--- src/rtl/stopwatch_ctrl.sv ---
// Stopwatch control FSM: key sync/edge detect, 1 s divider, two-digit BCD count, lap latch.
// Optional key debounce filter enabled by defining STOPWATCH_DEBOUNCE_EN.
module stopwatch_ctrl #(
    parameter int unsigned DIV       = 50000000,
    parameter int unsigned DB_CYCLES = 1000000
) (
    input  logic       CLOCK_50,
    input  logic       RS,
    input  logic       KEY_START_N,
    input  logic       KEY_LAP_N,
    input  logic       KEY_CLR_N,
    output logic [3:0] dv,
    output logic [3:0] ch,
    output logic [1:0] state,
    output logic       tick,
    output logic       wrap
);

    typedef enum logic [1:0] {
        IDLE  = 2'b00,
        RUN   = 2'b01,
        PAUSE = 2'b10,
        LAP   = 2'b11
    } state_t;

    localparam int unsigned DW = (DIV > 2) ? $clog2(DIV) : 1;

    state_t      st, st_nxt;
    logic [2:0]  keys_n, sync1, sync2, lvl, prev, press;
    logic        press_start, press_lap, press_clr;
    logic [DW-1:0] div_cnt;
    logic [3:0]  units, tens, lap_u, lap_t;
    logic [3:0]  u_nxt, t_nxt, disp_u, disp_t;
    logic        counting, tick_now, wrap_now, clr_go;

    // Bit order: 0 start, 1 lap, 2 clear
    assign keys_n = {KEY_CLR_N, KEY_LAP_N, KEY_START_N};

    always_ff @(posedge CLOCK_50 or posedge RS) begin
        if (RS) begin
            sync1 <= '1;
            sync2 <= '1;
            prev  <= '1;
        end else begin
            sync1 <= keys_n;
            sync2 <= sync1;
            prev  <= lvl;
        end
    end

`ifdef STOPWATCH_DEBOUNCE_EN
    localparam int unsigned CW = (DB_CYCLES > 1) ? $clog2(DB_CYCLES) : 1;

    logic [2:0]    filt;
    logic [CW-1:0] db_cnt [3];

    // Filtered level flips only after DB_CYCLES consecutive cycles of disagreement
    always_ff @(posedge CLOCK_50 or posedge RS) begin
        if (RS) begin
            filt <= '1;
            for (int unsigned i = 0; i < 3; i++) db_cnt[i] <= '0;
        end else begin
            for (int unsigned i = 0; i < 3; i++) begin
                if (sync2[i] == filt[i]) begin
                    db_cnt[i] <= '0;
                end else if (db_cnt[i] == CW'(DB_CYCLES - 1)) begin
                    filt[i]   <= sync2[i];
                    db_cnt[i] <= '0;
                end else begin
                    db_cnt[i] <= db_cnt[i] + 1'b1;
                end
            end
        end
    end

    assign lvl = filt;
`else
    assign lvl = sync2;
`endif

    assign press       = prev & ~lvl;
    assign press_start = press[0];
    assign press_lap   = press[1];
    assign press_clr   = press[2];

    always_ff @(posedge CLOCK_50 or posedge RS) begin
        if (RS) st <= IDLE;
        else    st <= st_nxt;
    end

    always_comb begin
        st_nxt = st;
        unique case (st)
            IDLE:  if (press_start) st_nxt = RUN;
            RUN:   if (press_start) st_nxt = PAUSE;
                   else if (press_lap) st_nxt = LAP;
            LAP:   if (press_start) st_nxt = PAUSE;
                   else if (press_lap) st_nxt = RUN;
            PAUSE: if (press_clr) st_nxt = IDLE;
                   else if (press_start) st_nxt = RUN;
            default: st_nxt = IDLE;
        endcase
    end

    assign counting = (st == RUN) || (st == LAP);
    assign tick_now = counting && (div_cnt == DW'(DIV - 1));
    assign clr_go   = (st == PAUSE) && (st_nxt == IDLE);

    // Next internal count: BCD increment on tick, zero on clear
    always_comb begin
        u_nxt    = units;
        t_nxt    = tens;
        wrap_now = 1'b0;
        if (clr_go) begin
            u_nxt = '0;
            t_nxt = '0;
        end else if (tick_now) begin
            if (units == 4'd9) begin
                u_nxt = '0;
                if (tens == 4'd9) begin
                    t_nxt    = '0;
                    wrap_now = 1'b1;
                end else begin
                    t_nxt = tens + 4'd1;
                end
            end else begin
                u_nxt = units + 4'd1;
            end
        end
    end

    // Outputs: encoded state and next displayed digits (lap value frozen while in LAP)
    always_comb begin
        state  = st;
        disp_u = u_nxt;
        disp_t = t_nxt;
        if (st_nxt == LAP && st == LAP) begin
            disp_u = lap_u;
            disp_t = lap_t;
        end
    end

    always_ff @(posedge CLOCK_50 or posedge RS) begin
        if (RS) begin
            div_cnt <= '0;
            units   <= '0;
            tens    <= '0;
            lap_u   <= '0;
            lap_t   <= '0;
            dv      <= '0;
            ch      <= '0;
            tick    <= 1'b0;
            wrap    <= 1'b0;
        end else begin
            if (counting)
                div_cnt <= tick_now ? '0 : div_cnt + 1'b1;
            else if (st == IDLE || clr_go)
                div_cnt <= '0;
            units <= u_nxt;
            tens  <= t_nxt;
            if (st == RUN && st_nxt == LAP) begin
                lap_u <= u_nxt;
                lap_t <= t_nxt;
            end
            dv   <= disp_u;
            ch   <= disp_t;
            tick <= tick_now;
            wrap <= wrap_now;
        end
    end

endmodule

--- config.mk ---
export PLATFORM = sky130hd
export DESIGN_NAME = stopwatch_ctrl
export DESIGN_NICKNAME = d
export VERILOG_FILES = /design/src/rtl/stopwatch_ctrl.sv
export SDC_FILE = /design/constraint.sdc
export NUM_CORES = 1
export LEC_CHECK = 0
export ABC_AREA = 1
export CORE_MARGIN = 10
export CORE_UTILIZATION = 40
export DETAILED_ROUTE_END_ITERATION = 8
export GPL_TIMING_DRIVEN = 0
export PLACE_DENSITY = 0.65
export SETUP_SLACK_MARGIN = 0.2
export SLEW_MARGIN = 20
export SYNTH_ARGS = -nofsm -noshare
export SYNTH_HDL_FRONTEND = slang
export SYNTH_SLANG_ARGS = --single-unit
--- constraint.sdc ---
create_clock -name CLOCK_50 -period 2.3 [get_ports CLOCK_50]
set_input_delay 0.23 -clock CLOCK_50 [delete_from_list [all_inputs] [get_ports CLOCK_50]]
set_output_delay 0.23 -clock CLOCK_50 [all_outputs]
set_load 0.005 [all_outputs]
==> results.txt <==
- The worst-case IR drop observed on VDD is 449.3 uV.
* Yosys reg bits: 63
* Actual slew at the worst max-slew pin: 0.4742 ns
* Number of H-tree branching levels: 3
- The average instance in the mapped netlist occupies 7.871 um2.
- Portion of the post-synthesis area used by sequential elements: 46.59%
* Kind of end point of the critical path: register
- Final weighted congestion of routability-driven global placement: 0.8270
- Global router's overall resource usage: 12.25%
- Cell occurring most often along the worst timing path: sky130_fd_sc_hd__inv_1
- Worst-path fanout max: 9
- No sink is reached through more buffers than the 2 on the longest clock path.
- Clk_lat worst skew: 0.34 ns
- Clock Skews: 0.007116 ns
- Slowest CP cell: sky130_fd_sc_hd__dfstp_2
- On the critical path the largest part of the delay comes from simple AND/OR/NAND/NOR gates.
- Static leakage power: approximately 0.0019 uW
* I/O pin count: 17
- For the worst setup path, the data arrival time is 2.03 ns.
- Power per unit of standard cell area: 659.5 nW/um2
- Using the TritonRoute via totals, the vias-per-cell ratio works out to 4.988.
* Clock edge transition at the registers on the reported setup and hold paths: 0.07 ns
- The worst register-to-register path begins at prev[0]$_DFF_PP1_.
- Max-cap violations: 0
- Nets in the synthesized netlist: between 400 and 500
- Hold bufs inserted after CTS: 0
- Starting utilization of the core area: 41.27%
* Count of antenna diodes in the layout: 0
* Normalized max-slew margin: 68.29%
- Register Area: 1588 um2
- Setup-failing EPs final: 0
- Total wire length after detailed routing: 7405 um
- In this run, post-CTS repair resized a total of 0 instances.
- Fraction of layout cells with a size suffix above 1: 15.45%
- Placed inst area: 3722 um2
- The mapped netlist covers 3408 um2.
* Commonest non-fill, non-tap cells in the layout: sky130_fd_sc_hd__nand2_1, sky130_fd_sc_hd__dfrtp_1, sky130_fd_sc_hd__inv_1
- In the final routed layout, each cell accounts on average for 12.97 um.
* Post-route DRC violation count: 0
* Total overflow reported by the global router: 0
* Cell area after layout: 3897 um2
- In this run, the clock network consumes 33.6% of the power.
* First DRT Iteration DRCs: around 140
- Slowest cell delay on critical path: 0.52 ns
- The initial antenna violation count is 0.
- Cells after synthesis: 433
- Critical path class: register to register
* TritonCTS buffer count: 9
- Cell-by-cell trace of the critical path: inv_1, nor2_1, inv_1, nand4_1, clkinv_1, nand2_1, o21ai_0
* Half-perimeter wire length of the detailed placement result: 5458 um
* Area taken by multi-input logic gates: 1558 um2
- TritonCTS built the clock tree.
- Critical path startpoint category: register
- After synthesis, the cell types taking the most area are sky130_fd_sc_hd__dfrtp_1, sky130_fd_sc_hd__nand2_1, sky130_fd_sc_hd__dfstp_2, sky130_fd_sc_hd__inv_1, sky130_fd_sc_hd__nor2_1.
* Power dissipated by switching net loads: around 820 uW
- Core area: 8258 um2
* Net Sw Frac: around a third
- Sequential cells burn 47.4% of the power.
* Die span in y: between 100 and 150 um
* Iteration count of the initial detailed-routing pass: 4
- Per report_power, the combinational group accounts for 19.0% of the total.
- After clock tree synthesis, the setup repair step added 0 buffers.
* CTS Root Cell: sky130_fd_sc_hd__clkbuf_8
- Synth area leader: sky130_fd_sc_hd__dfrtp_1
- Static timing analysis puts the maximum clock frequency at about 550 MHz.
- Share of Yosys cell area claimed by the top area cell type: about two fifths
* Wire length of the first global-routing pass: 13060 um
- The critical path starts at prev[0]$_DFF_PP1_.
* Crit path required time: between 2 and 3 ns
- The clock net in this run drives a total of 63 sinks.
* X dimension of the die: 112.3 um
* Shortest clock period the worst path allows after layout: 1.817 ns
* Synth-to-layout area growth: 14.35%
* Status: complete, no violations
- Once detail routing completed, the nets flagged for antenna violations numbered 0.
- Floorplan row count: 33
* Most common cell after layout, fill and taps aside: sky130_fd_sc_hd__nand2_1
- Setup repair after global routing missed its margin: no
* Area of the die: 12610 um2
* Final layout net count: between 400 and 500
- Internal power summed over all cells: 1746 uW
* Port Buffers: 16
* Total count of max-transition violations in the final report: 0
* Fin. Hold Viols: 0
* Share of the clock period used by the worst path after layout: about four fifths
* Sum of negative setup slack: 0 ns
- Entering global routing, the biggest net connects 37 pins.
- Number of global-route vias before repair: 2732
- Class of the most critical hold timing path: input pin to async pin
- Counting both buffers and inverters, the worst setup path holds a total of 3.
- Yosys Warn Count: 0
* Total of fill cells in the finished design: 828
- Netlist cell types: 35
* Via count: 2848
-- routing by layer --
metal  up-vias  GRT usage (%)  part of all wire, %  wire, um
li1       1453              -                    -         -
met1      1352          16.06                   49      3621
met2        37          19.20                   47      3474
met3         6          2.822                  3.0       220
met4         0          4.484                  1.2        89
met5         -              0                    0         0
-- stage by stage --
step           total power [uW]  setup WS, ns  hold WS, ns  cells  util [%]
3_3_place_gp               1720       -0.6512       0.3454    554     44.80
4_1_cts                    2609        0.4718       0.2153    571     47.20
5_1_grt                    2721        0.2004       0.2275    571     47.20
3_5_place_dp               1735        0.4890       0.3472    555     45.08
6_report                   2570        0.4834       0.2114    571     47.20
2_1_floorplan              1564        0.5151       0.2345    433         -
-- flip-flops by register name, indices dropped and copies added (netlist names) --
| name | flops |
|---|---|
| sync1 | 3 |
| dv | 4 |
| units | 4 |
| wrap | 1 |
| prev | 3 |
| state | 2 |
| div_cnt | 26 |
| ch | 4 |
| lvl | 3 |
| lap_t | 4 |
| lap_u | 4 |
| tens | 4 |
| tick | 1 |
-- power by group through the flow --
stage	Combinational (uW)	Clock (uW)	Sequential [uW]
floorplan	335	0	1230
global placement	482	0	1240
detailed placement	495	0	1240
CTS	497	893	1220
global route	549	945	1230
finish	488	864	1220
-- cell usage after synthesis, drive strengths merged --
cell,instances
nand2,134
inv,56
dfrtp,54
nor2,54
nand3,41
o21ai,27
nand4,17
dfstp,9
nor3,9
a21oi,6
buf,6
o22ai,4
o211ai,3
a31oi,2
and3,2
o32ai,2
xor2,2
clkbuf,1
clkinv,1
ha,1
nor3b,1
nor4,1
-- path summary, 6_finish.rpt --
| check | end | slack, ns | depth (start not counted) |
|---|---|---|---|
| worst max-delay path | dv[0]$_DFF_PP0_ | 0.48 | 7 |
| worst min-delay path | lap_u[3]$_DFFE_PP0P_ | 0.21 | 2 |
| worst max register to register | dv[0]$_DFF_PP0_ | 0.48 | 7 |
| worst min register to register | lvl[0]$_DFF_PP1_ | 0.35 | 0 |
| max in group asynchronous | lvl[2]$_DFF_PP1_ | 1.52 | 3 |
| min in group CLOCK_50 | sync1[1]$_DFF_PP1_ | 0.29 | 1 |
-- kinds of logic after synthesis --
kind of cell / after synthesis / share of synthesized area [%]
compound gates: 44 / 7.783
xor+xnor: 2 / 0.5140
fa+ha+maj: 1 / 0.3670
buf+inv: 64 / 7.709
flops: 63 / 46.59
simple gates: 259 / 37.04
-- layout make-up --
cell class	instances	share of cell area (%)
Timing Repair Buffer	17	4.623
Inverter	57	5.554
Multi-Input combinational cell	306	39.97
Sequential cell	63	40.74
Clock buffer	11	3.628
Clock inverter	5	0.8668
Buffer	7	1.252
Tap cell	105	3.371
No activity file was read; power rests on OpenSTA's default activity.
